## config.mk

```make
export PLATFORM = sky130hd
export DESIGN_NAME = ext_lights_array
export DESIGN_NICKNAME = d
export VERILOG_FILES = /design/src/rtl/ext_lights_pkg.sv /design/src/rtl/ext_light_chan.sv /design/src/rtl/ext_lights_array.sv
export SDC_FILE = /design/constraint.sdc
export NUM_CORES = 1
export LEC_CHECK = 0
export CORE_MARGIN = 3
export CORE_UTILIZATION = 49
export CTS_CLUSTER_SIZE = 20
export DETAILED_ROUTE_END_ITERATION = 8
export GPL_ROUTABILITY_DRIVEN = 1
export PLACE_DENSITY = 0.77
export SYNTH_ARGS = -nofsm -noshare
export SYNTH_HDL_FRONTEND = slang
export SYNTH_SLANG_ARGS = --single-unit
```

## constraint.sdc

```tcl
create_clock -name CLK -period 1.6 [get_ports CLK]
set_clock_uncertainty 0.1 [all_clocks]
set_input_delay 0.32 -clock CLK [delete_from_list [all_inputs] [get_ports CLK]]
set_output_delay 0.32 -clock CLK [all_outputs]
set_load 0.02 [all_outputs]
```

## src/rtl/ext_lights_pkg.sv

```systemverilog
// Shared types for the exterior light array: per-channel state encoding and the dimming PWM width.
package ext_lights_pkg;

  typedef enum logic [1:0] {
    ST_OFF     = 2'd0,
    ST_ARM_ON  = 2'd1,
    ST_ON      = 2'd2,
    ST_ARM_OFF = 2'd3
  } light_state_e;

  localparam int PWM_W = 4;

  // A channel still counts as lit while it is qualifying to turn off.
  function automatic logic is_lit(input light_state_e st);
    return (st == ST_ON) || (st == ST_ARM_OFF);
  endfunction

endpackage

```

## src/rtl/ext_light_chan.sv

```systemverilog
// One light channel: hysteresis FSM with a hold counter that qualifies each transition.
//   state      | meaning
//   ST_OFF     | lamp off, waiting for luminance below the on threshold
//   ST_ARM_ON  | luminance below on threshold, counting qualifying cycles
//   ST_ON      | lamp on, waiting for luminance above the off threshold
//   ST_ARM_OFF | luminance above off threshold, counting qualifying cycles
module ext_light_chan
  import ext_lights_pkg::*;
#(
  parameter int LUM_W    = 8,
  parameter int HOLD_CYC = 16
) (
  input  logic             i_clk,
  input  logic             i_rst_n,
  input  logic [LUM_W-1:0] i_lum,
  input  logic [LUM_W-1:0] i_on_thr,
  input  logic [LUM_W-1:0] i_off_thr,
  input  logic             i_en,
  input  logic             i_cfg_bad,
  output logic             o_lit_nxt
);

  localparam int               CNT_W   = $clog2(HOLD_CYC + 1);
  localparam logic [CNT_W-1:0] HOLD_TC = CNT_W'(HOLD_CYC);
  localparam logic [CNT_W-1:0] CNT_ONE = CNT_W'(1);

  light_state_e     r_state, w_state_nxt;
  logic [CNT_W-1:0] r_cnt, w_cnt_nxt;

  always_ff @(posedge i_clk or negedge i_rst_n) begin
    if (!i_rst_n) begin
      r_state <= ST_OFF;
      r_cnt   <= '0;
    end else begin
      r_state <= w_state_nxt;
      r_cnt   <= w_cnt_nxt;
    end
  end

  always_comb begin
    w_state_nxt = r_state;
    w_cnt_nxt   = r_cnt;
    // Disable and bad threshold config both park the channel in OFF.
    if (!i_en || i_cfg_bad) begin
      w_state_nxt = ST_OFF;
      w_cnt_nxt   = '0;
    end else begin
      case (r_state)
        ST_OFF: begin
          if (i_lum < i_on_thr) begin
            w_state_nxt = ST_ARM_ON;
            w_cnt_nxt   = CNT_ONE;
          end
        end
        ST_ARM_ON: begin
          if (i_lum >= i_on_thr) begin
            w_state_nxt = ST_OFF;
            w_cnt_nxt   = '0;
          end else if (r_cnt == HOLD_TC) begin
            w_state_nxt = ST_ON;
            w_cnt_nxt   = '0;
          end else begin
            w_cnt_nxt = r_cnt + CNT_ONE;
          end
        end
        ST_ON: begin
          if (i_lum > i_off_thr) begin
            w_state_nxt = ST_ARM_OFF;
            w_cnt_nxt   = CNT_ONE;
          end
        end
        ST_ARM_OFF: begin
          if (i_lum <= i_off_thr) begin
            w_state_nxt = ST_ON;
            w_cnt_nxt   = '0;
          end else if (r_cnt == HOLD_TC) begin
            w_state_nxt = ST_OFF;
            w_cnt_nxt   = '0;
          end else begin
            w_cnt_nxt = r_cnt + CNT_ONE;
          end
        end
        default: begin
          w_state_nxt = ST_OFF;
          w_cnt_nxt   = '0;
        end
      endcase
    end
  end

  assign o_lit_nxt = is_lit(w_state_nxt);

endmodule

```

## src/rtl/ext_lights_array.sv

```systemverilog
// Array of independent exterior light channels with shared thresholds and registered lamp drive.
// Optional dimming PWM on lit channels is enabled by defining EXT_LIGHT_DIM_EN.
module ext_lights_array
  import ext_lights_pkg::*;
#(
  parameter int N_CH     = 4,
  parameter int LUM_W    = 8,
  parameter int HOLD_CYC = 16
) (
  input  logic                  CLK,
  input  logic                  Reset,
  input  logic [N_CH*LUM_W-1:0] Lum_sen,
  input  logic [LUM_W-1:0]      On_thr,
  input  logic [LUM_W-1:0]      Off_thr,
  input  logic [N_CH-1:0]       Ch_en,
  input  logic [N_CH-1:0]       Force_on,
`ifdef EXT_LIGHT_DIM_EN
  input  logic [PWM_W-1:0]      Dim_level,
`endif
  output logic [N_CH-1:0]       Ext_light,
  output logic                  Cfg_err
);

  logic            w_cfg_bad;
  logic [N_CH-1:0] w_lit_nxt;
  logic [N_CH-1:0] w_light_nxt;
  logic [N_CH-1:0] r_ext_light;
  logic            r_cfg_err;

  // Inverted hysteresis window; channels are held off while it persists.
  assign w_cfg_bad = (Off_thr < On_thr);

  for (genvar gi = 0; gi < N_CH; gi++) begin : g_chan
    ext_light_chan #(
      .LUM_W    (LUM_W),
      .HOLD_CYC (HOLD_CYC)
    ) u_chan (
      .i_clk     (CLK),
      .i_rst_n   (Reset),
      .i_lum     (Lum_sen[gi*LUM_W +: LUM_W]),
      .i_on_thr  (On_thr),
      .i_off_thr (Off_thr),
      .i_en      (Ch_en[gi]),
      .i_cfg_bad (w_cfg_bad),
      .o_lit_nxt (w_lit_nxt[gi])
    );
  end

`ifdef EXT_LIGHT_DIM_EN
  logic [PWM_W-1:0] r_pwm_cnt;
  logic             w_pwm_gate;

  always_ff @(posedge CLK or negedge Reset) begin
    if (!Reset) r_pwm_cnt <= '0;
    else        r_pwm_cnt <= r_pwm_cnt + 1'b1;
  end

  assign w_pwm_gate  = (r_pwm_cnt < Dim_level);
  assign w_light_nxt = Force_on | (w_lit_nxt & {N_CH{w_pwm_gate}});
`else
  assign w_light_nxt = Force_on | w_lit_nxt;
`endif

  always_ff @(posedge CLK or negedge Reset) begin
    if (!Reset) begin
      r_ext_light <= '0;
      r_cfg_err   <= 1'b0;
    end else begin
      r_ext_light <= w_light_nxt;
      r_cfg_err   <= w_cfg_bad;
    end
  end

  assign Ext_light = r_ext_light;
  assign Cfg_err   = r_cfg_err;

endmodule

```

==> key figures <==
Synth
  • Most frequently used cell type in the post-synthesis netlist: sky130_fd_sc_hd__ha_1
  • Count of different cell masters after synthesis: 40
  • Area share of the leading cell type in the synthesized netlist: 28.5%
  • Number of enable-type register cells in the synthesized netlist: 0
  • Summed instance area of the synthesized netlist: 0.00347 mm2
  • Mean Syn Cell Area: 8.88 um2
  • Top cells by instance count after synthesis: sky130_fd_sc_hd__ha_1, sky130_fd_sc_hd__a21oi_1, sky130_fd_sc_hd__dfrtp_1
  • Commonest register cell after synthesis: sky130_fd_sc_hd__dfrtp_1
  • Number of synthesized register bits: 33
  • Proportion of synthesized chip area in sequential cells: 23.8%
  • Syn nets: 528
  • Top area cells in the synthesized netlist: sky130_fd_sc_hd__ha_1, sky130_fd_sc_hd__dfrtp_1, sky130_fd_sc_hd__a21oi_1
  • Fraction of registers with async set or reset after synthesis: 100%
  • Mapped Cells: 391
  • Yosys warning count: 0
  • Biggest area consumer among synthesized cells: sky130_fd_sc_hd__ha_1

Cells and area
  • Area added between synthesis and finish: 78.1%
  • Fraction of layout instances using a drive strength above 1: 56.1%
  • Final standard cell count with taps included and fillers excluded: 654
  • Post-layout utilization of the core: 90.5%
  • Antenna diode count: 0
  • Final nets: 695
  • Number of inserted filler cells in the final layout: 267

Clock network
  • CTS Hold Bufs: 0
  • TritonCTS clock tree: done
  • CTS H-Tree Depth: 2
  • Number of buffers created by CTS: 5
  • Maximum number of buffers from clock root to sink: 2
  • Clock transition at the registers of the reported paths: 80 ps
  • Clock sink count: 33
  • Clock insertion delay at the later pin of the skew report: 300 ps
  • CTS root buf: sky130_fd_sc_hd__clkbuf_8

Critical path
  • Worst Setup End Kind: flop
  • Crit start category: primary input
  • Master of the slowest instance on the critical path: sky130_fd_sc_hd__ha_1
  • R2r startpoint: g_chan[0].u_chan.r_cnt[0]
  • Data required time at the worst endpoint: 1690 ps
  • Crit path largest cell delay: 390 ps
  • Cell breakdown of the critical path: dlygate4sd2_1, ha_1, a21oi_1, a21oi_2, o21ai_2, buf_4, a21oi_4, a22oi_1, nor2_1
  • Number of cells on the worst reg-to-reg path: 7
  • Worst reg2reg path endpoint: Ext_light[0]
  • Arrival time of the worst setup path: 2210 ps
  • Register-to-register path setup slack: -340 ps
  • Worst-path fanout max: 5
  • Worst setup path category: in2reg

Drt
  • Residual DRC: 0
  • Routed WL per cell: 27.1 um
  • Number of design-rule violations left by the first detailed-router iteration: 365
  • Number of vias in the routed layout: 4563
  • Vias per cell: 6.98
  • Detailed Route WL: 17800 um
  • Number of nets still failing antenna checks after routing: 0
  • Count of TritonRoute iterations in the first routing pass: 6

Floorplanning
  • Count of boundary I/O pins: 63
  • Area of the core region: 0.00683 mm2
  • Floorplan die height: 90.2 um
  • Starting utilization of the core area: 50.8%
  • Area of the die: 0.00813 mm2
  • Horizontal extent of the die: 90.2 um
  • Number of standard-cell rows in the floorplan: 30

Place
  • GPL Wtd Cong: 0.897
  • Post-DP HPWL: 8090 um
  • Cell count after placement: 607
  • Number of I/O port buffers: 62

STA
  • Peak Freq: 472 MHz
  • Hold Vio Cnt, Final: 0
  • Tightest slew margin relative to the limit: 71.7%
  • Slew of the pin with the lowest slew margin: 421 ps
  • Final critical-path share of the clock period: 132%
  • Post-layout minimum cycle time: 2120 ps
  • Setup slack of the critical path after layout: -517 ps
  • Slew Limit Fails: 0
  • Setup repair after global routing missed its margin: yes
  • # setup viols final: 33
  • Total negative slack: -12570 ps

Global routing
  • First-pass GRT wire length: 22900 um
  • Via count of the first global-routing pass: 4445
  • Pin count of the biggest net entering global routing: 34
  • Tot GR Track Use: 35.2%
  • Antenna violations before repair: 0
  • Total grt overflow: 0

Pwr
  • Leakage power: 2.50 nW
  • Pwr/cell area: 536 mW/mm2
  • Peak ir drop on the vdd network: 0.411 mV

Status
  • Failing checks: setup timing
  • Run status: finished, violations left

Flow run
  • Number of max-cap violations: 0

Min path
  • Worst min-delay path class: in2async
[per-stage QoR]
stage	worst slack (ps)	hold WS (ps)	power (mW)	instance area (um2)
after floorplan	-399	-75.6	1.48	3650
after global placement	-1090	412	1.91	4840
after detailed placement	-1130	408	1.96	4840
after CTS	-376	315	2.89	5840
after global routing	-598	300	3.40	6180
final	-517	279	3.31	6180
[registers in the layout, summed over array words and instances, names as in the netlist]
signal,cells
g_chan.u_chan.r_cnt,20
g_chan.u_chan.r_state,8
Cfg_err,1
Ext_light,4
[layout by cell type, fill, tap and decap left out, types with 7 or more instances in the layout]
cell	instances
sky130_fd_sc_hd__buf_4	85
sky130_fd_sc_hd__inv_1	13
sky130_fd_sc_hd__dfrtp_1	33
sky130_fd_sc_hd__inv_4	8
sky130_fd_sc_hd__dlygate4sd2_1	11
sky130_fd_sc_hd__a21oi_1	22
sky130_fd_sc_hd__a21oi_4	12
sky130_fd_sc_hd__ha_1	25
sky130_fd_sc_hd__nand2_1	25
sky130_fd_sc_hd__nand3_1	12
sky130_fd_sc_hd__buf_2	21
sky130_fd_sc_hd__nand4_1	18
sky130_fd_sc_hd__clkdlybuf4s50_1	9
sky130_fd_sc_hd__clkbuf_2	7
sky130_fd_sc_hd__clkdlybuf4s15_2	9
sky130_fd_sc_hd__nor2_1	16
sky130_fd_sc_hd__o21a_1	9
sky130_fd_sc_hd__buf_6	13
sky130_fd_sc_hd__a21oi_2	20
sky130_fd_sc_hd__ha_4	53
sky130_fd_sc_hd__o21ai_2	9
[worst max-delay path by stage]
stage	startpoint	to	slack (ps)	cells past startpoint
6_report	Lum_sen[3]	g_chan[0].u_chan.r_cnt[1]	-520	9
5_1_grt	Lum_sen[4]	g_chan[0].u_chan.r_cnt[4]	-600	9
3_5_place_dp	On_thr[1]	g_chan[1].u_chan.r_cnt[3]	-1130	10
2_1_floorplan	On_thr[1]	g_chan[0].u_chan.r_cnt[0]	-400	8
3_3_place_gp	On_thr[1]	g_chan[1].u_chan.r_cnt[3]	-1090	10
4_1_cts	On_thr[7]	g_chan[2].u_chan.r_cnt[0]	-380	9
[layout make-up]
cell class	count	area [um2]	share of cell area (%)
Timing Repair Buffer	160	1290	20.8
Tap cell	96	120	1.94
Sequential cell	33	826	13.4
Clock buffer	7	86.3	1.40
Inverter	31	175	2.83
Multi-Input combinational cell	327	3690	59.6
[repair_timing]
item | 4_1_cts | 5_1_grt
pin swaps | 101 | 50
setup endpoints to repair | 38 | 33
setup buffers | 26 | 15
gates resized for setup | 283 | 62
[critical path, delay by kind of cell]
family                   cells  cell delay (ps)
AO/OA/AOI/OAI                5              950
adder cells (fa/ha/maj)      1              390
buffers and inverters        2              460
AND/OR/NAND/NOR              1               80
[layer usage]
| layer | share of wire, % | wire, um | GRT usage [%] |
|---|---|---|---|
| met5 | 0 | 0 | 0 |
| met1 | 35 | 6210 | 38.6 |
| met4 | 9.6 | 1700 | 20.7 |
| met3 | 11 | 1910 | 7.70 |
| met2 | 45 | 7930 | 62.1 |
[logic make-up (layout without fill, tap and decap cells)]
kind of cell,count (synthesis),after routing,share of synthesized area [%]
buf+inv,31,198,3.35
flops,33,33,23.8
compound gates,123,123,24.4
simple gates,125,125,20.0
fa+ha+maj,79,79,28.5
[power breakdown]
part | internal, mW | total (mW) | switching [mW]
registers | 0.860 | 0.885 | 0.0241
clock network | 0.342 | 0.684 | 0.342
logic | 0.830 | 1.74 | 0.912
total | 2.03 | 3.31 | 1.28
Power figures use the tool's default switching activity.
